$ cat src/rtl/demux_rr_sched.sv
// rtl/demux_rr_sched.sv - 1x4 streaming demux scheduler, round-robin bursts or fixed select
//
// Ports:
//   clk, rst_n            clock (rising edge), asynchronous active-low reset
//   mode                  0 = round-robin over enabled channels, 1 = fixed select
//   fixed_sel [1:0]       destination channel when mode=1
//   en_mask [3:0]         channel enables; disabled channels are never addressed
//   in_valid/in_ready     input handshake, in_data [DW-1:0] input beat
//   out_valid [3:0]       one-hot per-channel valid, out_data [DW-1:0] shared bus
//   out_ready [3:0]       per-channel ready
//   cur_sel [1:0]         destination of the held beat
//   busy                  a beat is held in the output register
module demux_rr_sched #(
  parameter int DW    = 8,
  parameter int BURST = 4
) (
  input  logic          clk,
  input  logic          rst_n,
  input  logic          mode,
  input  logic [1:0]    fixed_sel,
  input  logic [3:0]    en_mask,
  input  logic          in_valid,
  input  logic [DW-1:0] in_data,
  output logic          in_ready,
  output logic [3:0]    out_valid,
  output logic [DW-1:0] out_data,
  input  logic [3:0]    out_ready,
  output logic [1:0]    cur_sel,
  output logic          busy
);

  localparam int CW = (BURST > 1) ? $clog2(BURST) : 1;
  localparam logic [CW-1:0] LAST = CW'(BURST - 1);

  logic          full;
  logic [DW-1:0] data_q;
  logic [1:0]    dest_q;
  logic [1:0]    ptr;
  logic [CW-1:0] beat_cnt;
  logic          mode_q;

  logic [1:0]    rr_dest;
  logic [1:0]    cand;
  logic [1:0]    next_dest;
  logic          dest_ok;
  logic          fire;
  logic          take;
  logic [CW-1:0] cnt_eff;

  // First enabled channel at or after ptr. Scanning from the far end down
  // lets the nearest candidate win without a break.
  always_comb begin
    rr_dest = ptr;
    cand    = '0;
    for (int i = 3; i >= 0; i--) begin
      cand = ptr + 2'(i);
      if (en_mask[cand]) rr_dest = cand;
    end
  end

  assign dest_ok   = mode ? en_mask[fixed_sel] : (en_mask != 4'b0000);
  assign next_dest = mode ? fixed_sel : rr_dest;

  assign fire     = full & out_ready[dest_q];
  assign in_ready = rst_n & dest_ok & (~full | fire);
  assign take     = in_valid & in_ready;

  // A mode change restarts the burst count; a take in that same cycle
  // already sees the cleared count.
  assign cnt_eff = (mode != mode_q) ? '0 : beat_cnt;

  always_ff @(posedge clk or negedge rst_n) begin
    if (!rst_n) begin
      full     <= 1'b0;
      data_q   <= '0;
      dest_q   <= '0;
      ptr      <= '0;
      beat_cnt <= '0;
      mode_q   <= 1'b0;
    end else begin
      mode_q <= mode;
      if (take) begin
        full   <= 1'b1;
        data_q <= in_data;
        dest_q <= next_dest;
        if (!mode) begin
          if (cnt_eff == LAST) begin
            beat_cnt <= '0;
            ptr      <= next_dest + 2'd1;
          end else begin
            beat_cnt <= cnt_eff + 1'b1;
            ptr      <= next_dest;
          end
        end else begin
          beat_cnt <= '0;
        end
      end else begin
        if (fire) full <= 1'b0;
        if (mode != mode_q) beat_cnt <= '0;
      end
    end
  end

  assign out_valid = full ? (4'b0001 << dest_q) : 4'b0000;
  assign out_data  = data_q;
  assign cur_sel   = dest_q;
  assign busy      = full;

endmodule

$ cat config.mk
export PLATFORM = sky130hd
export DESIGN_NAME = demux_rr_sched
export DESIGN_NICKNAME = d
export VERILOG_FILES = /design/src/rtl/demux_rr_sched.sv
export SDC_FILE = /design/constraint.sdc
export NUM_CORES = 1
export LEC_CHECK = 0
export CAP_MARGIN = 40
export CELL_PAD_IN_SITES_DETAIL_PLACEMENT = 1
export CELL_PAD_IN_SITES_GLOBAL_PLACEMENT = 1
export CORE_ASPECT_RATIO = 0.8
export CORE_MARGIN = 2
export CORE_UTILIZATION = 32
export CTS_CLUSTER_DIAMETER = 80
export DETAILED_ROUTE_END_ITERATION = 16
export GPL_ROUTABILITY_DRIVEN = 0
export PLACE_DENSITY_LB_ADDON = 0.1
export SETUP_SLACK_MARGIN = 0.5
export SYNTH_ARGS = -nofsm -noshare
export SYNTH_HDL_FRONTEND = slang
export SYNTH_SLANG_ARGS = --single-unit
$ cat constraint.sdc
create_clock -name clk -period 2.14 [get_ports clk]
set_input_delay 0.428 -clock clk [delete_from_list [all_inputs] [get_ports clk]]
set_output_delay 0.428 -clock clk [all_outputs]
set_load 0.1 [all_outputs]
Word level (Yosys, flattened, before mapping)
Cells that the tools add are included.
Word-level totals
  word-level logic and storage cells: 56
  memories: 0
  register bits after elaboration: 16
  latch bits: 0
  memory bits (writable): 0
  ROM bits: 0
  input bits: 22
  output and inout bits: 16
Operators by class
  multiply operators: 0
  reductions and logical operators: 3
  div/mod/pow operators: 0
  equality and inequality tests: 2
  shift operators: 1
  $add $sub $neg: 5
  muxes and demuxes: 26
  order comparisons: 6
  bitwise logic cells: 7
Operators with widths (number)
  2-to-1 mux 2 bit: 10
  less-than comparator 2 x 3 -> 1 bit, second input constant: 6
  binary-select mux 1 bit (select 2 bit): 6
  2-to-1 mux 1 bit: 9
  adder 2 x 1 -> 2 bit, second input constant: 3
  adder 2 bit, second input constant: 2
  AND 1 bit: 4
  2-to-1 mux 4 bit: 1
  nonzero test 4 bit: 1
  left shift 1 x 2 -> 4 bit, first input constant: 1
  equality test 2 bit, second input constant: 1
  inverter 1 bit: 2
  AND reduction 2 bit: 1
  nonzero test 2 bit: 1
  != test 1 bit: 1
  OR 1 bit: 1

Longest topological paths before layout
  depth after elaboration: 10
  gate-level depth with buffers: 7
  mapped depth without buffers: 6

Worst setup path after synthesis
No wires, ideal clock.
  path kind: register to output
  start: register dest_q[1], in the netlist cur_sel[1]
  end: output in_ready
  data required time: 1.712 ns
  path slack: -0.614 ns
  arrival time: 2.326 ns
  cell stages (with the launch flop): 5
  buffers on the path: 0
  cell sequence: dfrtp_1 -> mux2i_1 -> a22oi_2 -> and2_4 -> o21a_1
Between the ends
  cells in the longest elaborated chain, start to end: 5
RTL lines
  start: declaration: line 37  | logic [1:0] dest_q;
  start signal: assignment: line 85  | dest_q <= next_dest;
  binary-select mux 1 bit (select 2 bit): line 64  | assign fire = full & out_ready[dest_q];
  2-to-1 mux 1 bit (implied by the code): line 64
  AND 1 bit: line 64
  OR 1 bit: line 65  | assign in_ready = rst_n & dest_ok & (~full | fire);
  AND 1 bit: line 65
  end: declaration: line 24  | output logic in_ready,
Every way passes these cells. The select of a mux whose other input is x is not followed.

Final worst setup path
Same ends and word-level chain as after synthesis.

==> run_results.csv <==
group,metric,value,unit
run_status,status,"complete, no violations",
synthesis,syn_area,980.9,sq um
placement,placed_area,1578,sq um
min_path,min_to,"out_data[6]$_DFFE_PN0P_",
grt,gr-total-overflow,0,
synthesis,syn_area_per_cell,11.68,sq um
cts,htreeDepth,1,
routing,post_drt_via_cell_ratio,4.859,
critical_path,cp.required,1.71,ns
power,peakVddDrop,0.9490,mV
critical_path,worstRegToRegCells,7,
cts,numCtsBuffers,3,
cts,cts_tree,"built",
routing,routedWlPerCell,17.77,um
grt,grt_pass1_wl,5009,um
power,power_leakage,0.0008389,uW
grt,track_usage,0.1962,
critical_path,crit_arrival,1.60,ns
routing,wl,3287,um
critical_path,crit_path_start_kind,"flop",
sta,fin_crit,2.027,ns
sta,maxSlewHeadroom,0.7915,
synthesis,ys_warn_count,0,
grt,grt_max_degree,17,
cts,cts.sinks,16,
critical_path,r2r-end,"beat_cnt[0]$_DFF_PN0_",
layout,final_cell_mix,"buf_4, mux2_4, dfrtp_1",
sta,grt_setup_unrepaired,"yes",
cts,root_buffer,"clkbuf_8",
layout,num-nets-final,171,
routing,drtAntennaViolNets,0,
layout,n_antenna_cell,0,
die,die_x,65.90,um
placement,hpwl,2422,um
power,clkPwrFrac,0.110,
die,core_area,2829,sq um
sta,tightest_slew,0.3128,ns
layout,area.growth.synth_to_final,78.32,%
sta,fin_crit_sh,0.9471,
power,swShare,0.5311,
die,std_cell_rows,17,
min_path,whs_path_depth,1,
routing,num_vias,899,
critical_path,rr_startpoint,"cur_sel[1]$_DFFE_PN0P_",
cts,worst_skew_pair.late_latency,0.25,ns
layout,layout_commonest_cell,"buf_4",
layout,drive_above_1_share,0.5850,
power,internal_power,1147,uW
routing,drtIter0Drc,41,
critical_path,endpoint_kind,"output pin",
sta,worst_clock_skew,0.009640,ns
sta,hold_viol_final,0,
die,ios,38,
synthesis,synthCells,84,
routing,dr.pass1.iters,3,
cts,clock_path_buffers,2,
min_path,hp-class,"reg2reg",
synthesis,mappedNetlistNets,107,
layout,stdcell_area,1749,sq um
die,initial_utilization,0.3467,
power,p_switching,1300,uW
sta,max_freq,0.4934,GHz
power,power_density,1399,nW/um^2
critical_path,path_class,"reg2out",
grt,grt_pass1_vias,1025,
power,p_comb_frac,0.669,
synthesis,ys_types,33,
sta,slew_viol_final,0,
grt,antenna_found_initial,0,
critical_path,r2r_slack,0.23,ns
critical_path,path_max_fanout,3,
critical_path,startpoint,"cur_sel[1]$_DFFE_PN0P_",
die,dieArea,3527,sq um
min_path,hold_start,"out_data[6]$_DFFE_PN0P_",
sta,tns,0,ns
synthesis,yosys_register_bits,16,
routing,drc,0,
flow_run,cap_violations,0,
sta,setup_viol,0,
placement,portBuffers,37,
die,die_h,53.52,um
synthesis,synth_seq_area_share,0.4082,
power,seq_power_share,0.222,
cts,clk_pin_slew,0.07,ns
## final cells by class
class | count | area, sq um
multi-input combinational | 63 | 646.9
sequential | 16 | 412.9
inverter | 3 | 11.26
clock buffer | 4 | 55.05
timing repair buffer | 61 | 575.6
tap | 38 | 47.55
fill | 313 | 1080
## worst max-delay path: stages (launching register included)
cell	delay [ns]
dfrtp_4	0.50
mux2i_2	0.18
a22oi_2	0.18
and2_4	0.18
o21a_4	0.14
buf_12	0.17
## cells in the mapped netlist (all sizes together)
cell    number  area, sq um
a21boi       3        22.52
a21o         1        7.510
a21oi        2        10.01
a221oi       1        8.760
a22oi        1        12.51
and2         6        41.29
and2b        3        25.03
and3         1        7.510
buf          1        11.26
clkbuf       1        3.750
dfrtp       16        400.4
ha           1        12.51
inv          3        11.26
mux2        14        191.4
mux2i        4        40.04
nand2        2        7.510
nand2b       3        18.77
nand4b       1        8.760
nor2         4        15.01
nor2b        3        18.77
nor4         1        6.260
o211ai       2        28.78
o21a         1        7.510
o21ai        4        20.02
o221ai       1        8.760
o311ai       1        8.760
xnor2        3        26.28
## cells by family (layout without fill, tap and decap cells)
family,count (synthesis),in the layout,share of synthesized area
DFF,16,16,0.4082
xor gates and xnor gates,3,3,0.02679
muxes,18,18,0.2360
AOI/OAI and AO/OA,17,17,0.1378
and+or+nand+nor,24,24,0.1518
buffers and inverters,5,68,0.02678
adders and majority gates,1,1,0.01275
## how the worst max path moves through the flow
stage | to | slack [ns] | cells past startpoint
final | in_ready | 0.11 | 5
after global routing | in_ready | 0.05 | 5
after CTS | in_ready | 0.11 | 5
after detailed placement | in_ready | -0.30 | 6
after global placement | in_ready | -0.23 | 6
after floorplan | in_ready | 0.23 | 4
## registers in the layout, indices dropped and copies added (netlist names)
| signal | count |
|---|---|
| beat_cnt | 2 |
| busy | 1 |
| cur_sel | 2 |
| mode_q | 1 |
| out_data | 8 |
| ptr | 2 |
## power groups by stage
stage | clock (uW) | combinational, uW | sequential, uW
after global placement | 0 | 1510 | 542
after floorplan | 0 | 487 | 1190
final | 268 | 1640 | 542
after detailed placement | 0 | 1540 | 554
after CTS | 276 | 1610 | 543
after global routing | 292 | 1690 | 563
## metrics by stage
stage,hold slack [ns],power (uW),worst slack (ns),util,std cells
6_report,0.5152,2447,0.1131,0.6183,185
4_1_cts,0.5154,2430,0.1090,0.6028,181
5_1_grt,0.5200,2547,0.05375,0.6183,185
3_5_place_dp,0.4949,2092,-0.3000,0.5577,173
2_1_floorplan,0.1324,1673,0.2349,-,84
3_3_place_gp,0.4926,2052,-0.2326,0.5577,173
## metal layers
metal / global-route usage / up-vias / routed length, um
met5: 0 / - / 0
met4: 0.02083 / 0 / 0
met3: 0.04255 / 0 / 121
met2: 0.3737 / 23 / 1809
met1: 0.2353 / 449 / 1356
li1: - / 427 / -
## timing repair
action                                  4_1_cts  5_1_grt
gates cloned                                  0        1
pin swaps                                     4        3
buffers inserted                              4        3
endpoints found under the setup margin       19       20
hold buffers                                  0        0
hold endpoints to repair                      0        0
resized for setup                            26       10
(Power assumes the default switching activity.)
==> RTL edit 1, RTL diff (same settings) <==
The parameter `DW` goes from 8 to 12.
--- a/src/rtl/demux_rr_sched.sv
+++ b/src/rtl/demux_rr_sched.sv
@@ -12,5 +12,5 @@
 //   busy                  a beat is held in the output register
 module demux_rr_sched #(
-  parameter int DW    = 8,
+  parameter int DW    = 12,
   parameter int BURST = 4
 ) (
Ports: changed (resized in_data and out_data); port bits go from 38 to 46. No check against the original RTL was run, so the function may have changed too.
==> RTL edit 1 against the original RTL <==
- maximum frequency increased by 0.35%
- setup slack improved by 0.0070 ns
- non-clock buffer count increased by 11
- die area increased by 15%
- hold slack got worse by 0.00061 ns
- design area increased by 17%
- global-route usage decreased by 1.9 points
- wire length increased by 9.3%
- highest routed layer is now met4
- sequential cell count increased by 4
- via count increased by 12%
- critical path type unchanged
- area after synthesis increased by 16%
- count of clock-buffer cells in the layout unchanged
- total power increased by 23%
==> RTL edit 1: results (changes against the original RTL) <==
Outcome:
- The flow ran to the end, and the final reports show no timing, DRC or antenna violations.

Drt:
- The violation count after the first detailed-routing iteration was 22 (-46%).
- The remaining design rule violation count is 0 (unchanged).
- The average wire per cell in the routed design came to 17.3 microns (-2.8%).
- The first-pass iteration count of the detailed router is 4 (+1).
- The post-detailed-route via-to-cell ratio is 4.84 (-0.47%).

Finish:
- The total number of nets in the final design is 194 (+13%).
- The antenna diode count is 0 (unchanged).
- The total of fill cells in the finished design is 370 (+18%).
- The number of flip-flops under the largest register name is 12 (+4).
- The fraction of layout cells with a size suffix above 1 is 55.4% (-3.1 points).

Logic synthesis:
- The adder and majority gate portion of the synthesized area is 1.10% (-0.18 points).
- The commonest cells after synthesis are 20 x sky130_fd_sc_hd__dfrtp_1, 9 x sky130_fd_sc_hd__mux2_4, 8 x sky130_fd_sc_hd__mux2_2.
- The sequential area share after synthesis is 44.0% (+3.1 points).
- The fraction of the mapped netlist area in compound gates is 9.45% (-4.3 points).
- In the post-synthesis netlist, the biggest area contributors are sky130_fd_sc_hd__dfrtp_1 44%, sky130_fd_sc_hd__mux2_4 12%, sky130_fd_sc_hd__mux2_2 7.9%, sky130_fd_sc_hd__mux2i_1 3.5%, sky130_fd_sc_hd__and2_1 2.7%.
- The share of flip-flops with an asynchronous set or reset was 100% (unchanged).
- The area share of xor/xnor cells in the synthesized design is 2.31% (-0.37 points).
- The count of different cell masters after synthesis came to 31 (-6.1%).
- The mux cell area share after synthesis is 24.3% (+0.69 points).
- The synthesized netlist net count is 119 (+11%).
- The most used flip-flop cell after synthesis is sky130_fd_sc_hd__dfrtp_1.
- The warning count from the yosys run is 0 (unchanged).

Clock network:
- The number of buffers inserted during clock tree synthesis came to 3 (unchanged).
- The number of buffers on the longest clock path is 2 (unchanged).
- The clock-pin transition on the worst setup and hold timing paths is 0.08 ns.
- The cell sitting at the root of the clock tree is a sky130_fd_sc_hd__clkbuf_8.
- The clock insertion delay at the later pin of the skew report is 0.27 ns (+0.02 ns).
- The number of H-tree levels is 1 (unchanged).

STA:
- The slew at the pin closest to its max-slew limit is 0.580 ns (+0.267 ns).
- The worst clock skew is 0.00379 ns (-0.00585 ns).
- The number of setup violations in the final report came to 0 (unchanged).

Critical path:
- The arrival time of data at the critical path endpoint is 1.59 ns.
- The worst setup path is launched from a register.
- The maximum cell stage delay along the critical path is 0.50 ns (about the same).
- The maximum fanout encountered on the critical timing path is 4 (+1).

Placement:
- The post-placement worst setup slack is -0.156 ns (+0.144 ns).
- The detailed placement HPWL was 2.44 mm (+0.94%).
- The count of buffers inserted at the top-level ports came to 45 (+22%).

Global routing:
- The maximum number of pins on one net before global-route repair is 19 (+2).
- The total routing resource utilization after global routing is 17.7% (-1.9 points).
- The wire length of the first global-routing pass is 5.49 mm (+9.6%).
- The initial antenna violation count is 0 (unchanged).
- The via count of the first global-routing pass is 1,021 (-0.39%).

Hold path:
- The path class of the lowest-slack min-delay path is reg -> reg.

Pwr:
- The reported leakage power was 1.00 nW (+20%).
- The worst vdd rail ir drop is 1.18 mV (+24%).
## RTL edit 1: worst max-delay path, delay by kind of cell, from the launching register on
family | cells | cell delay [ns]
buf+inv | 1 | 0.18
simple gates | 3 | 0.40
flops | 1 | 0.50
compound gates | 1 | 0.24
## RTL edit 1: metrics by stage
stage | utilization [%] | setup TNS, ns | instance area [sq um] | instances | power, mW
after floorplan | - | -0.00133 | 1180 | 92 | 2.04
after CTS | 58.4 | 0 | 2000 | 206 | 2.93
after detailed placement | 53.8 | -2.08 | 1840 | 195 | 2.55
final | 59.8 | 0 | 2050 | 208 | 3.00
after global placement | 53.8 | -1.91 | 1840 | 195 | 2.51
after global routing | 59.8 | 0 | 2050 | 208 | 3.10
## RTL edit 1: timing repair
action                                  4_1_cts  5_1_grt
endpoints found under the setup margin       23       23
resized for setup                            23       12
gates cloned                                  1        0
pin swaps                                     6        5
setup buffers                                 6        2
hold buffers                                  0        0
## RTL edit 1: metal layers
layer / up-vias / wire length (microns) / GRT usage [%] / part of all wire (%)
li1: 480 / - / - / -
met1: 487 / 1480 / 22.3 / 41
met2: 32 / 1880 / 31.4 / 52
met3: 7 / 195 / 4.06 / 5.4
met4: 0 / 44 / 4.04 / 1.2
met5: - / 0 / 0 / 0
## RTL edit 1: path summary, 6_finish.rpt
check	from	endpoint	slack, ns	depth (start not counted)
max in group asynchronous	rst_n	cur_sel[0]	1.22	2
max	busy	in_ready	0.12	5
min in group asynchronous	rst_n	ptr[0]	0.62	2
min	out_data[2]	out_data[2]	0.51	1
min reg2reg	out_data[2]	out_data[2]	0.51	1
max reg2reg	busy	ptr[1]	0.17	7
## RTL edit 1: cells by family (layout without fill, tap and decap cells)
family / after synthesis / count (layout)
compound gates: 15 / 15
xor+xnor: 3 / 3
fa+ha+maj: 1 / 1
buf+inv: 4 / 78
flops: 20 / 20
mux: 22 / 22
simple gates: 27 / 27
## RTL edit 1: area by class of cell
type | instances | area, sq um | share of cell area [%]
Tap cell | 42 | 52.6 | 2.57
Timing Repair Buffer | 72 | 709 | 34.7
Inverter | 2 | 7.51 | 0.367
Multi-Input combinational cell | 68 | 709 | 34.7
Sequential cell | 20 | 512 | 25.0
Clock buffer | 4 | 55.1 | 2.69
## RTL edit 1: report_power, final
part           switching (mW)  internal (mW)
combinational            1.36          0.667
sequential              0.130          0.539
clock                   0.141          0.164
==> RTL edit 2, RTL diff (config.mk and constraints unchanged) <==
Without the edit above. Add an input register stage for `mode`; this delays it by one clock. The other inputs are not delayed to match. Comments in the files are not updated.
--- a/src/rtl/demux_rr_sched.sv
+++ b/src/rtl/demux_rr_sched.sv
@@ -33,4 +33,10 @@
   localparam logic [CW-1:0] LAST = CW'(BURST - 1);
 
+  logic mode_r;
+
+  always_ff @(posedge clk) begin
+    mode_r <= mode;
+  end
+
   logic          full;
   logic [DW-1:0] data_q;
@@ -59,6 +65,6 @@
   end
 
-  assign dest_ok   = mode ? en_mask[fixed_sel] : (en_mask != 4'b0000);
-  assign next_dest = mode ? fixed_sel : rr_dest;
+  assign dest_ok   = mode_r ? en_mask[fixed_sel] : (en_mask != 4'b0000);
+  assign next_dest = mode_r ? fixed_sel : rr_dest;
 
   assign fire     = full & out_ready[dest_q];
@@ -68,5 +74,5 @@
   // A mode change restarts the burst count; a take in that same cycle
   // already sees the cleared count.
-  assign cnt_eff = (mode != mode_q) ? '0 : beat_cnt;
+  assign cnt_eff = (mode_r != mode_q) ? '0 : beat_cnt;
 
   always_ff @(posedge clk or negedge rst_n) begin
@@ -79,10 +85,10 @@
       mode_q   <= 1'b0;
     end else begin
-      mode_q <= mode;
+      mode_q <= mode_r;
       if (take) begin
         full   <= 1'b1;
         data_q <= in_data;
         dest_q <= next_dest;
-        if (!mode) begin
+        if (!mode_r) begin
           if (cnt_eff == LAST) begin
             beat_cnt <= '0;
@@ -97,5 +103,5 @@
       end else begin
         if (fire) full <= 1'b0;
-        if (mode != mode_q) beat_cnt <= '0;
+        if (mode_r != mode_q) beat_cnt <= '0;
       end
     end
Formal check against the unedited RTL: not equivalent (Yosys sat finds a counterexample within 4 cycles, from zero or initial values and one cycle with rst_n low).
==> RTL edit 2 against the original RTL <==
- critical path depth stayed put
- total power grew 4.2%
- area after synthesis is 2.0% higher
- critical path type unchanged
- sequential cell count increased by 1
- global-route usage fell by 1.8 points
- design area is 2.6% higher
- wire length down 5.9%
- core utilization shrank 2.8 points
- non-clock buffer count is 1 lower
- setup slack better by 0.0019 ns
- clock power down 12%
- cell count up 1.1%
- clock skew decreased by 0.0070 ns
==> RTL edit 2: results (changes against the original RTL) <==
Global routing:
- The total routing resource utilization after global routing is 17.9% (-1.8 points).
- The met3 usage in global routing is 4.39% (+0.14 points).
- The met1 routing resource usage after global routing was 21.5% (-2.0 points).
- The via count of the first global-routing pass is 968 (-5.6%).
- The met2 usage is 33.0% (-4.4 points).

Critical path:
- The maximum fanout encountered on the critical timing path is 4 (+1).
- The worst-case register-to-register setup slack is 0.29 ns (+0.06 ns).
- Among all stages on the critical path, the largest delay is contributed by sky130_fd_sc_hd__dfrtp_4.
- The capture instance of the worst register-to-register path is cur_sel[0].
- The worst setup path is of the reg -> out kind.

Hold path:
- The number of instances on the worst hold path is 1 (unchanged).
- The startpoint of the most critical hold path is out_data[0].
- In this run the worst hold path is classified as reg -> reg.
- The worst hold path terminates at out_data[0].

Logic synthesis:
- After synthesis, the cell types taking the most area are sky130_fd_sc_hd__dfrtp_1 40%, sky130_fd_sc_hd__mux2_4 14%, sky130_fd_sc_hd__mux2_2 5.6%, sky130_fd_sc_hd__mux2i_1 4.0%, sky130_fd_sc_hd__xnor2_1 2.6%.
- The share of flip-flops with an asynchronous set or reset is 94.1% (-5.9 points).
- The sequential area share after synthesis is 42.0% (+1.2 points).
- The synthesized netlist net count came to 108 (+0.93%).
- The count of different cell masters after synthesis came to 34 (+3.0%).

Pwr:
- The worst vdd rail ir drop is 0.746 mV (-21%).
- The reported leakage power came to 0.855 nW (+1.9%).
- The switching share of total power was 52.1% (-1.0 points).

Outcome:
- The run finished with clean final reports.

Clock network:
- The root buffer cell is sky130_fd_sc_hd__clkbuf_8.
- The clock-pin transition on the worst setup and hold timing paths is 0.06 ns.

Placement:
- The post-placement worst setup slack is -0.260 ns (+0.0399 ns).
- The detailed placement HPWL is 2.05 mm (-15%).

Drt:
- The average wire per cell in the routed design is 16.5 microns (-6.9%).
- The post-detailed-route via-to-cell ratio came to 4.74 (-2.5%).
- The violation count after the first detailed-routing iteration is 6 (-85%).
- The first-pass iteration count of the detailed router came to 4 (+1).

STA:
- The worst clock skew came to 0.00262 ns (-0.00702 ns).
- The worst relative slew slack was 76.7% (-2.5 points).
- The worst hold slack is 0.518 ns (+0.00264 ns).

Finish:
- The total of fill cells in the finished design is 324 (+3.5%).
RTL edit 2: cell count changes after synthesis:
cell                      unedited run  this run
sky130_fd_sc_hd__dfxtp_1             0         1
RTL edit 2: cells by family after synthesis:
group | synth area share [%]
mux | 23.1
compound gates | 13.5
flops | 42.0
fa+ha+maj | 1.25
xor+xnor | 2.63
buf+inv | 2.62
simple gates | 14.9
RTL edit 2: power groups by stage:
stage | registers [mW] | clock network [mW] | logic (mW)
detailed placement | 0.577 | 0 | 1.51
finish | 0.558 | 0.236 | 1.76
global route | 0.573 | 0.263 | 1.82
global placement | 0.566 | 0 | 1.49
CTS | 0.553 | 0.248 | 1.69
floorplan | 1.21 | 0 | 0.487
RTL edit 2: critical path, delay by kind of cell (launching register included):
kind            cells  cell delay (ns)
flops               1             0.51
compound gates      2             0.32
simple gates        1             0.20
buf+inv             1             0.16
mux                 1             0.15
RTL edit 2: how the worst max path moves through the flow:
stage	slack, ns	depth (start not counted)	endpoint
final	0.12	5	in_ready
after global routing	0.07	5	in_ready
after CTS	0.11	5	in_ready
after detailed placement	-0.26	6	in_ready
after global placement	-0.22	6	in_ready
after floorplan	0.23	4	in_ready
RTL edit 2: layer usage:
layer	vias to the layer above	share of wire, %
li1	426	-
met2	19	56
met3	2	3.2
met1	439	41
met4	0	0.23
met5	-	0
RTL edit 2: repair_timing:
item	4_1_cts	5_1_grt
cloned	1	0
pin swaps	9	7
resized for setup	30	17
endpoints found under the setup margin	19	21
buffers inserted	12	3
RTL edit 2: metrics by stage:
stage | utilization [%] | cell area (sq um) | std cells
6_report | 59.1 | 1800 | 187
5_1_grt | 59.1 | 1800 | 187
4_1_cts | 57.2 | 1740 | 184
3_5_place_dp | 50.4 | 1530 | 167
3_3_place_gp | 50.4 | 1530 | 167
2_1_floorplan | - | 1040 | 85
RTL edit 2: cell type report:
| cell class | instances | area share, % |
|---|---|---|
| tap | 40 | 2.79 |
| clock buffer | 4 | 2.51 |
| inverter | 3 | 0.627 |
| multi-input combinational | 63 | 37.1 |
| timing repair buffer | 60 | 32.7 |
| sequential | 17 | 24.3 |
